File: config.mk
export PLATFORM = sky130hd
export DESIGN_NAME = mem_port_arbiter
export DESIGN_NICKNAME = d
export VERILOG_FILES = /design/src/rtl/mem_port_arbiter.sv
export SDC_FILE = /design/constraint.sdc
export NUM_CORES = 1
export LEC_CHECK = 0
export ABC_AREA = 1
export BUFFER_PORTS_ARGS = -buffer_cell sky130_fd_sc_hd__buf_2
export CORE_ASPECT_RATIO = 1.25
export CORE_MARGIN = 2
export CORE_UTILIZATION = 35
export CTS_BUF_LIST = sky130_fd_sc_hd__clkbuf_16
export CTS_CLUSTER_DIAMETER = 40
export DETAILED_ROUTE_END_ITERATION = 12
export SLEW_MARGIN = 25
export SYNTH_ARGS = -nofsm -noshare
export SYNTH_HDL_FRONTEND = slang
export SYNTH_SLANG_ARGS = --single-unit
File: constraint.sdc
create_clock -name i_clk -period 2.3 [get_ports i_clk]
set_input_delay 0.46 -clock i_clk [delete_from_list [all_inputs] [get_ports i_clk]]
set_output_delay 0.46 -clock i_clk [all_outputs]
set_load 0.02 [all_outputs]
File: src/rtl/mem_port_arbiter.sv
`default_nettype none
// ============================================================================
// Module      : mem_port_arbiter
// Description : Shares one variable-latency memory port between instruction
//               fetch and data load/store, with a per-transaction timeout and
//               sticky error flag. Optional IF anti-starvation:
//               MEM_ARB_FAIRNESS_EN.
// Revision    : 1.0 - initial release
// ============================================================================
module mem_port_arbiter #(
    parameter int ADDR_W         = 32,
    parameter int DATA_W         = 32,
    parameter int TIMEOUT_CYCLES = 64,
    parameter int STARVE_LIMIT   = 4
) (
    input  logic              i_clk,
    input  logic              i_rst_l,
    input  logic              i_if_req,
    input  logic [ADDR_W-1:0] i_if_addr,
    output logic              o_if_done,
    output logic [DATA_W-1:0] o_if_rdata,
    input  logic              i_d_req,
    input  logic              i_d_we,
    input  logic [ADDR_W-1:0] i_d_addr,
    input  logic [DATA_W-1:0] i_d_wdata,
    output logic              o_d_done,
    output logic [DATA_W-1:0] o_d_rdata,
    output logic              o_mem_req,
    output logic              o_mem_we,
    output logic [ADDR_W-1:0] o_mem_addr,
    output logic [DATA_W-1:0] o_mem_wdata,
    input  logic              i_mem_ack,
    input  logic [DATA_W-1:0] i_mem_rdata,
    output logic              o_err
);

    localparam logic [1:0] S_IDLE = 2'd0;
    localparam logic [1:0] S_BUSY = 2'd1;
    localparam logic [1:0] S_RESP = 2'd2;

    localparam int TCNT_W = (TIMEOUT_CYCLES > 0) ? $clog2(TIMEOUT_CYCLES + 1) : 1;
    localparam logic [TCNT_W-1:0] TCNT_LIMIT = TCNT_W'(TIMEOUT_CYCLES);
    localparam logic [DATA_W-1:0] IF_NOP     = DATA_W'(32'h0000_0013);
    localparam logic [ADDR_W-1:0] ALIGN_MASK = ~ADDR_W'(3);

    logic [1:0]        state_q, state_d;
    logic              owner_d_q, owner_d_d;
    logic              mem_req_q, mem_req_d;
    logic              mem_we_q, mem_we_d;
    logic [ADDR_W-1:0] mem_addr_q, mem_addr_d;
    logic [DATA_W-1:0] mem_wdata_q, mem_wdata_d;
    logic              if_done_q, if_done_d;
    logic              d_done_q, d_done_d;
    logic [DATA_W-1:0] if_rdata_q, if_rdata_d;
    logic [DATA_W-1:0] d_rdata_q, d_rdata_d;
    logic              err_q, err_d;
    logic [TCNT_W-1:0] tcnt_q, tcnt_d;

    logic w_force_if;
    logic w_grant_d;
    logic w_grant_if;

    assign w_grant_d  = (state_q == S_IDLE) && i_d_req && !w_force_if;
    assign w_grant_if = (state_q == S_IDLE) && i_if_req && !w_grant_d;

`ifdef MEM_ARB_FAIRNESS_EN
    localparam int SCNT_W = (STARVE_LIMIT > 0) ? $clog2(STARVE_LIMIT + 1) : 1;
    localparam logic [SCNT_W-1:0] SCNT_LIMIT = SCNT_W'(STARVE_LIMIT);

    logic [SCNT_W-1:0] starve_q, starve_d;

    assign w_force_if = i_if_req && i_d_req && (starve_q == SCNT_LIMIT);

    // Counts D grants that jumped a waiting fetch; only evaluated in IDLE.
    always_comb begin
        starve_d = starve_q;
        if (state_q == S_IDLE) begin
            if (!i_if_req || w_grant_if) begin
                starve_d = '0;
            end else if (w_grant_d && (starve_q != SCNT_LIMIT)) begin
                starve_d = starve_q + 1'b1;
            end
        end
    end

    always_ff @(posedge i_clk or negedge i_rst_l) begin
        if (!i_rst_l) begin
            starve_q <= '0;
        end else begin
            starve_q <= starve_d;
        end
    end
`else
    // Strict data priority: the starvation limit has no effect in this build.
    assign w_force_if = (STARVE_LIMIT < 0);
`endif

    always_comb begin
        state_d     = state_q;
        owner_d_d   = owner_d_q;
        mem_req_d   = mem_req_q;
        mem_we_d    = mem_we_q;
        mem_addr_d  = mem_addr_q;
        mem_wdata_d = mem_wdata_q;
        if_done_d   = 1'b0;
        d_done_d    = 1'b0;
        if_rdata_d  = if_rdata_q;
        d_rdata_d   = d_rdata_q;
        err_d       = err_q;
        tcnt_d      = tcnt_q;

        case (state_q)
            S_IDLE: begin
                if (w_grant_d || w_grant_if) begin
                    owner_d_d   = w_grant_d;
                    mem_we_d    = w_grant_d & i_d_we;
                    mem_addr_d  = (w_grant_d ? i_d_addr : i_if_addr) & ALIGN_MASK;
                    mem_wdata_d = w_grant_d ? i_d_wdata : '0;
                    mem_req_d   = 1'b1;
                    tcnt_d      = '0;
                    state_d     = S_BUSY;
                end
            end
            S_BUSY: begin
                if (i_mem_ack) begin
                    mem_req_d = 1'b0;
                    state_d   = S_RESP;
                    if_done_d = !owner_d_q;
                    d_done_d  = owner_d_q;
                    if (!mem_we_q) begin
                        if (owner_d_q) begin
                            d_rdata_d = i_mem_rdata;
                        end else begin
                            if_rdata_d = i_mem_rdata;
                        end
                    end
                end else begin
                    tcnt_d = tcnt_q + 1'b1;
                    // Abandon the access; fetch gets a nop so the core keeps going.
                    if ((TIMEOUT_CYCLES != 0) && (tcnt_d == TCNT_LIMIT)) begin
                        mem_req_d = 1'b0;
                        err_d     = 1'b1;
                        state_d   = S_RESP;
                        if_done_d = !owner_d_q;
                        d_done_d  = owner_d_q;
                        if (owner_d_q) begin
                            d_rdata_d = '0;
                        end else begin
                            if_rdata_d = IF_NOP;
                        end
                    end
                end
            end
            S_RESP: begin
                state_d = S_IDLE;
            end
            default: begin
                state_d = S_IDLE;
            end
        endcase
    end

    always_ff @(posedge i_clk or negedge i_rst_l) begin
        if (!i_rst_l) begin
            state_q     <= S_IDLE;
            owner_d_q   <= 1'b0;
            mem_req_q   <= 1'b0;
            mem_we_q    <= 1'b0;
            mem_addr_q  <= '0;
            mem_wdata_q <= '0;
            if_done_q   <= 1'b0;
            d_done_q    <= 1'b0;
            if_rdata_q  <= '0;
            d_rdata_q   <= '0;
            err_q       <= 1'b0;
            tcnt_q      <= '0;
        end else begin
            state_q     <= state_d;
            owner_d_q   <= owner_d_d;
            mem_req_q   <= mem_req_d;
            mem_we_q    <= mem_we_d;
            mem_addr_q  <= mem_addr_d;
            mem_wdata_q <= mem_wdata_d;
            if_done_q   <= if_done_d;
            d_done_q    <= d_done_d;
            if_rdata_q  <= if_rdata_d;
            d_rdata_q   <= d_rdata_d;
            err_q       <= err_d;
            tcnt_q      <= tcnt_d;
        end
    end

    assign o_if_done   = if_done_q;
    assign o_if_rdata  = if_rdata_q;
    assign o_d_done    = d_done_q;
    assign o_d_rdata   = d_rdata_q;
    assign o_mem_req   = mem_req_q;
    assign o_mem_we    = mem_we_q;
    assign o_mem_addr  = mem_addr_q;
    assign o_mem_wdata = mem_wdata_q;
    assign o_err       = err_q;

endmodule
`default_nettype wire

==> results of run 1 <==
-- synth_stat cells (2+ instances only) --
| master | number |
|---|---|
| nand2_2 | 2 |
| a32o_1 | 33 |
| buf_6 | 5 |
| clkbuf_1 | 39 |
| buf_1 | 2 |
| a21oi_1 | 30 |
| nand4_1 | 66 |
| nand3_2 | 4 |
| buf_2 | 10 |
| o22ai_1 | 3 |
| nor2_1 | 38 |
| buf_4 | 2 |
| dfrtp_1 | 141 |
| or2_2 | 3 |
| o31ai_1 | 30 |
| nand3_1 | 4 |
| o21ai_0 | 4 |
| inv_1 | 43 |
| nand2_1 | 212 |
-- power by group --
part | switching (uW) | internal (uW) | leakage (uW) | total, uW
logic | 3510 | 1690 | 0.00260 | 5200
clock network | 1000 | 1550 | 0.000273 | 2550
registers | 611 | 3550 | 0.00181 | 4160
total | 5120 | 6790 | 0.00468 | 11900
-- metal layers --
metal	track usage	vias up	wire (um)
li1	-	2809	-
met4	0.0639	2	270
met2	0.348	232	9320
met1	0.260	2728	8150
met3	0.0723	17	1750
met5	0	-	13
-- sequential cells by signal, indices dropped and copies added (netlist names) --
signal,count
o_if_done,1
o_d_done,1
o_mem_addr,30
tcnt_q,7
o_err,1
o_mem_we,1
o_mem_wdata,32
o_if_rdata,32
owner_d_q,1
state_q,2
o_mem_req,1
o_d_rdata,32
-- layout make-up --
cell class / instances / area share
flip-flops and latches: 141 / 0.422
multi-input cells: 441 / 0.277
repair buffers: 282 / 0.184
clock buffers: 17 / 0.0508
well taps: 224 / 0.0335
inverters: 44 / 0.0197
clock inverters: 14 / 0.0135
diodes: 2 / 0.000598
-- worst register-to-register path, stage by stage, from the launching register on --
cell and delay [ns]:
dfrtp_1 0.42, ha_1 0.28, nand3_2 0.13, nand2_1 0.06, nand2_1 0.08, nand2_1 0.09
nor2_4 0.11, nand2_2 0.08, nand2_4 0.21, nand3_2 0.10, buf_6 0.22, nand2_1 0.10
nand2_1 0.05
-- what timing repair did --
action,CTS,global route
endpoints found under the setup margin,0,56
resized for setup,0,3
hold buffers,1,0
endpoints found under the hold margin,25,0
-- worst paths after layout --
check | start | to | cells past startpoint
min in group asynchronous | i_rst_l | o_mem_wdata[14]$_DFFE_PN0P_ | 2
max reg2reg | tcnt_q[0]$_DFFE_PN0P_ | o_if_rdata[12]$_DFFE_PN0P_ | 12
min reg2reg | o_d_rdata[29]$_DFFE_PN0P_ | o_d_rdata[29]$_DFFE_PN0P_ | 2
max in group asynchronous | i_rst_l | o_if_rdata[21]$_DFFE_PN0P_ | 3
min | i_d_wdata[3] | o_mem_wdata[3]$_DFFE_PN0P_ | 2
max | tcnt_q[0]$_DFFE_PN0P_ | o_if_rdata[12]$_DFFE_PN0P_ | 12
-- logic make-up (layout without fill, tap and decap cells) --
logic type	Yosys count	after routing
adders and majority gates	1	1
DFF	141	141
buffers and inverters	103	357
AOI/OAI and AO/OA	106	106
other	1	4
and+or+nand+nor	331	331
xor gates and xnor gates	1	1
-- metrics by stage --
stage / setup slack, ns / power, uW / cell area (sq um)
3_3_place_gp: 0.232 / 9370 / 7800
3_5_place_dp: 0.206 / 9440 / 7800
5_1_grt: 0.0320 / 12800 / 8360
6_report: 0.264 / 11900 / 8370
2_1_floorplan: 0.601 / 7370 / 6270
4_1_cts: 0.177 / 12100 / 8350
==> results.cfg, run 1 <==
[final_layout]
layout_common_cells = 259 x buf_2, 212 x nand2_1, 141 x dfrtp_1
drive_gt1_frac = 0.342
layout_commonest_cell = buf_2
fin_nets = 1062
area_delta_synth_final_pct = 33.5
layout.cells.non_filler = 1165
multi_input_area_sq_um = 2320
ff_latch_area_sq_um = 3530
fillers = 1747
final_util = 0.478

[cts]
post_cts_buffers = 0
cts_tree = yes
cts_max_level = 4
clk_path_buf_depth = 2
cts.sinks = 141
cts_inserted_buffers = 17
cts_root_buffer = clkbuf_16
clk_pin_slew_ns = 0.06
insertion_delay_ns = 0.41

[pwr]
vdd_ir_drop_max_v = 0.000600
p_per_area_nw_per_um2 = 1420
p_leak_uw = 0.00468

[global_routing]
grt_antenna_before_repair = 3
grt_pass1_vias = 5862
grt_pass1_wl_um = 31000
grt_overflow_total = 0
grt.total_usage = 0.212
grt_max_degree = 59

[yosys]
synth.area.mux_share = 0
async_reset_ff_frac = 1.00
synth_flop_cell = dfrtp_1
yosys.area.top_type = dfrtp_1
yosys.area_share.simple = 0.234
synth_top_family_by_area = simple AND/OR/NAND/NOR gates
synth-edff-count = 0
postSynthCellCount = 684
yosys_warnings = 0
synth-seq-area-share = 0.563
synth_top_area_frac = 0.563
yosys.cell_types.count = 32
yosys-top-cells-area = dfrtp_1 56%, nand2_1 13%, nand4_1 6.6%, a32o_1 5.3%, o31ai_1 3.6%
ys_seq_elements = 141
synth_xor_area_frac = 0.00140
synthAdderAreaFrac = 0.00200
syn-cell-area_sq_um = 6270
synth_compound_area_frac = 0.127
syn-mean-instance-area_sq_um = 9.16

[place]
hpwl_um = 13500
portBuffers = 260
place_congestion = 0.796
dp_cells = 1131

[floorplanning]
die_area_sq_um = 19000
initial_utilization = 0.358
die_w_um = 124
row_count = 54
core_area_sq_um = 17500
fp.dieH_um = 154
design.portCount = 267

[timing]
fin_crit_ns = 2.04
holdWs_ns = 0.302
timing.final.hold_violations = 0
max-slew-margin-rel = 0.644
rsz0062_at_grt = no
fin_crit_sh = 0.885
timing.final.setup_violations = 0
finClkSkew_ns = 0.00828
max_freq_mhz = 491
worst_pin_slew_ns = 0.534
fin_setup_tns_ns = 0
slew_violations = 0

[route]
num_vias = 5788
avgViaCountPerCell = 4.97
wl_per_cell_um = 16.7
drtIter0Drc = 289
drt_first_pass_iters = 6
totalWireLength_um = 19500
ant_nets = 0
drc = 0

[setup_path]
cp_max_fo = 32
critical_path_required_ns = 2.60
critical_path.most_common_cell = nand2_1
start_kind = register
critPathBufInv = 1
critPathMaxStageDelay_ns = 0.42
r2r_slack_ns = 0.26
cp_top_family = simple AND/OR/NAND/NOR gates
cp_cell_sequence = ha_1 > nand3_2 > nand2_1 > nand2_1 > nand2_1 > nor2_4 > nand2_2 > nand2_4 > nand3_2 > buf_6 > nand2_1 > nand2_1
arrival_ns = 2.34
crit_type = register to register
endpoint_kind = register
slowest_stage = dfrtp_1

[status]
status = finished clean

[min_path]
min_path_type = primary input to register

[flow_run]
cap_viol_max_count = 0
Power figures use the tool's default switching activity.
==> run 2: changes to the inputs <==
==> constraint.sdc (replaced) <==
create_clock -name i_clk -period 2.3 [get_ports i_clk]
set_input_delay 0 -clock i_clk [delete_from_list [all_inputs] [get_ports i_clk]]
set_output_delay 0 -clock i_clk [all_outputs]
set_load 0.02 [all_outputs]
==> run 2 against run 1 <==
Combinational power rose by 13%. Power grew 8.1%. Register-to-register slack lost 0.14 ns. Clock skew rose by 0.0013 ns. Via count up 10%. Utilization increased by 7.4 points. Maximum frequency down 6.3%. First-iteration DRC count is 22% higher.
==> results.cfg, run 2 (same netlist as run 1, synthesis figures left out) <==
[status]
status = finished clean

[timing]
slew_violations = 0
finClkSkew_ns = 0.00959
fin_crit_ns = 2.17
rsz0062_at_grt = no
max_freq_mhz = 460
timing.final.hold_violations = 0
fin_crit_sh = 0.945
timing.final.setup_violations = 0
max-slew-margin-rel = 0.570
worst_pin_slew_ns = 0.645
fin_setup_tns_ns = 0

[pwr]
vdd_ir_drop_max_v = 0.000939
switchingPower_uw = 5330
p_int_uw = 7540
p_leak_uw = 0.00524
p_per_area_nw_per_um2 = 1330
clockPowerShare = 0.221
comb_power_share = 0.455
swShare = 0.414
power_uw = 12900
seqPwrFrac = 0.324

[global_routing]
grt_pass1_vias = 6601
grt_max_degree = 67
grt_antenna_before_repair = 0
grt_overflow_total = 0
grt.total_usage = 0.228
grt_pass1_wl_um = 33900

[setup_path]
cp_cell_sequence = nor2_4 > buf_4 > o21ai_4 > buf_6 > o31ai_1 > dlygate4sd3_1
cp_top_family = buffers and inverters
crit_start = state_q[0]$_DFFE_PN0P_
r2r-start = state_q[0]$_DFFE_PN0P_
critPathBufInv = 3
critPathMaxStageDelay_ns = 0.59
cp_max_fo = 66
arrival_ns = 2.52
start_kind = register
slowest_stage = dlygate4sd3_1
critical_path_required_ns = 2.65
crit_type = register to register
endpoint_kind = register

[final_layout]
antenna_cells = 0
drive_gt1_frac = 0.306
fin_nets = 1188
ff_latch_area_sq_um = 3530
fillers = 1588
multi_input_area_sq_um = 2320
layout_common_cells = 259 x buf_2, 212 x nand2_1, 141 x dfrtp_1
area_delta_synth_final_pct = 54.1
layout_commonest_cell = buf_2

[floorplanning]
row_count = 54
fp.dieH_um = 154
die_w_um = 124
core_area_sq_um = 17500
die_area_sq_um = 19000
design.portCount = 267
initial_utilization = 0.358

[cts]
cts_root_buffer = clkbuf_16
cts_max_level = 4
cts_inserted_buffers = 17
cts.sinks = 141
post_cts_buffers = 0
insertion_delay_ns = 0.42
clk_path_buf_depth = 2
cts_tree = yes
clk_pin_slew_ns = 0.06

[route]
avgViaCountPerCell = 4.95
num_vias = 6391
drc = 0
drt_first_pass_iters = 5
drtIter0Drc = 353
ant_nets = 0
totalWireLength_um = 21100
wl_per_cell_um = 16.3

[min_path]
min_path_type = primary input to register
min-delay-start = i_mem_ack

[flow_run]
cap_viol_max_count = 0

[place]
place_congestion = 0.789
hpwl_um = 13300
portBuffers = 260
## run 2: cell types whose count changed in the layout (fill, tap and decap cells not counted), sizes merged
cell         delta
clkinvlp        +1
dlygate4sd3   +126
bufinv          +2
diode           -2
inv             -2
## run 2: power groups by stage
stage               Combinational [uW]  Clock, uW  Sequential (uW)
floorplan                         1990          0             5380
global placement                  5190          0             4170
detailed placement                5250          0             4180
CTS                               5850       2920             4160
global route                      6390       3010             4310
finish                            5860       2840             4170
## run 2: area by class of cell
cell class,instances,share of cell area
Sequential cell,141,0.365
Inverter,44,0.0171
Clock inverter,15,0.0185
Timing Repair Buffer,408,0.286
Clock buffer,17,0.0440
Multi-Input combinational cell,441,0.240
Tap cell,224,0.0290
## run 2: worst reg2reg max path, stage by stage (launching register included)
cell           delay (ns)
dfrtp_1              0.40
nor2_4               0.16
buf_4                0.23
o21ai_4              0.09
buf_6                0.24
o31ai_1              0.40
dlygate4sd3_1        0.59
## run 2: stage by stage
stage                     instance area, sq um   util  worst slack [ns]  hold WS (ns)  instances
after floorplan                           6270      -             0.601        -0.296        685
after global placement                    7780  0.445             0.324        0.0527       1131
after detailed placement                  7780  0.445             0.290        0.0500       1131
after CTS                                 9660  0.552             0.124        0.0705       1290
after global routing                      9660  0.552            0.0738         0.101       1290
final                                     9660  0.552             0.127        0.0954       1290
## run 2: repair_timing
item,CTS,global route
endpoints found under the setup margin,0,4
hold buffers,127,0
endpoints found under the hold margin,190,0
resized for setup,0,1
## run 2: layer usage
metal	GRT usage	wire length, um	vias up	share of wire
li1	-	-	3070	-
met3	0.0642	1610	38	0.077
met2	0.368	10000	287	0.47
met1	0.288	8910	2996	0.42
met4	0.0871	537	0	0.025
met5	0	0	-	0
## run 2: path summary, 6_finish.rpt
| path | endpoint | slack, ns | depth (start not counted) |
|---|---|---|---|
| worst max-delay path | o_mem_addr[28]$_DFFE_PN0P_ | 0.13 | 6 |
| max in group asynchronous | o_mem_addr[2]$_DFFE_PN0P_ | 1.31 | 3 |
| worst min-delay path | o_d_rdata[1]$_DFFE_PN0P_ | 0.1 | 5 |
| worst min register to register | o_if_rdata[26]$_DFFE_PN0P_ | 0.46 | 2 |
| min in group asynchronous | o_mem_wdata[15]$_DFFE_PN0P_ | 0.16 | 2 |
| worst max register to register | o_mem_addr[28]$_DFFE_PN0P_ | 0.13 | 6 |
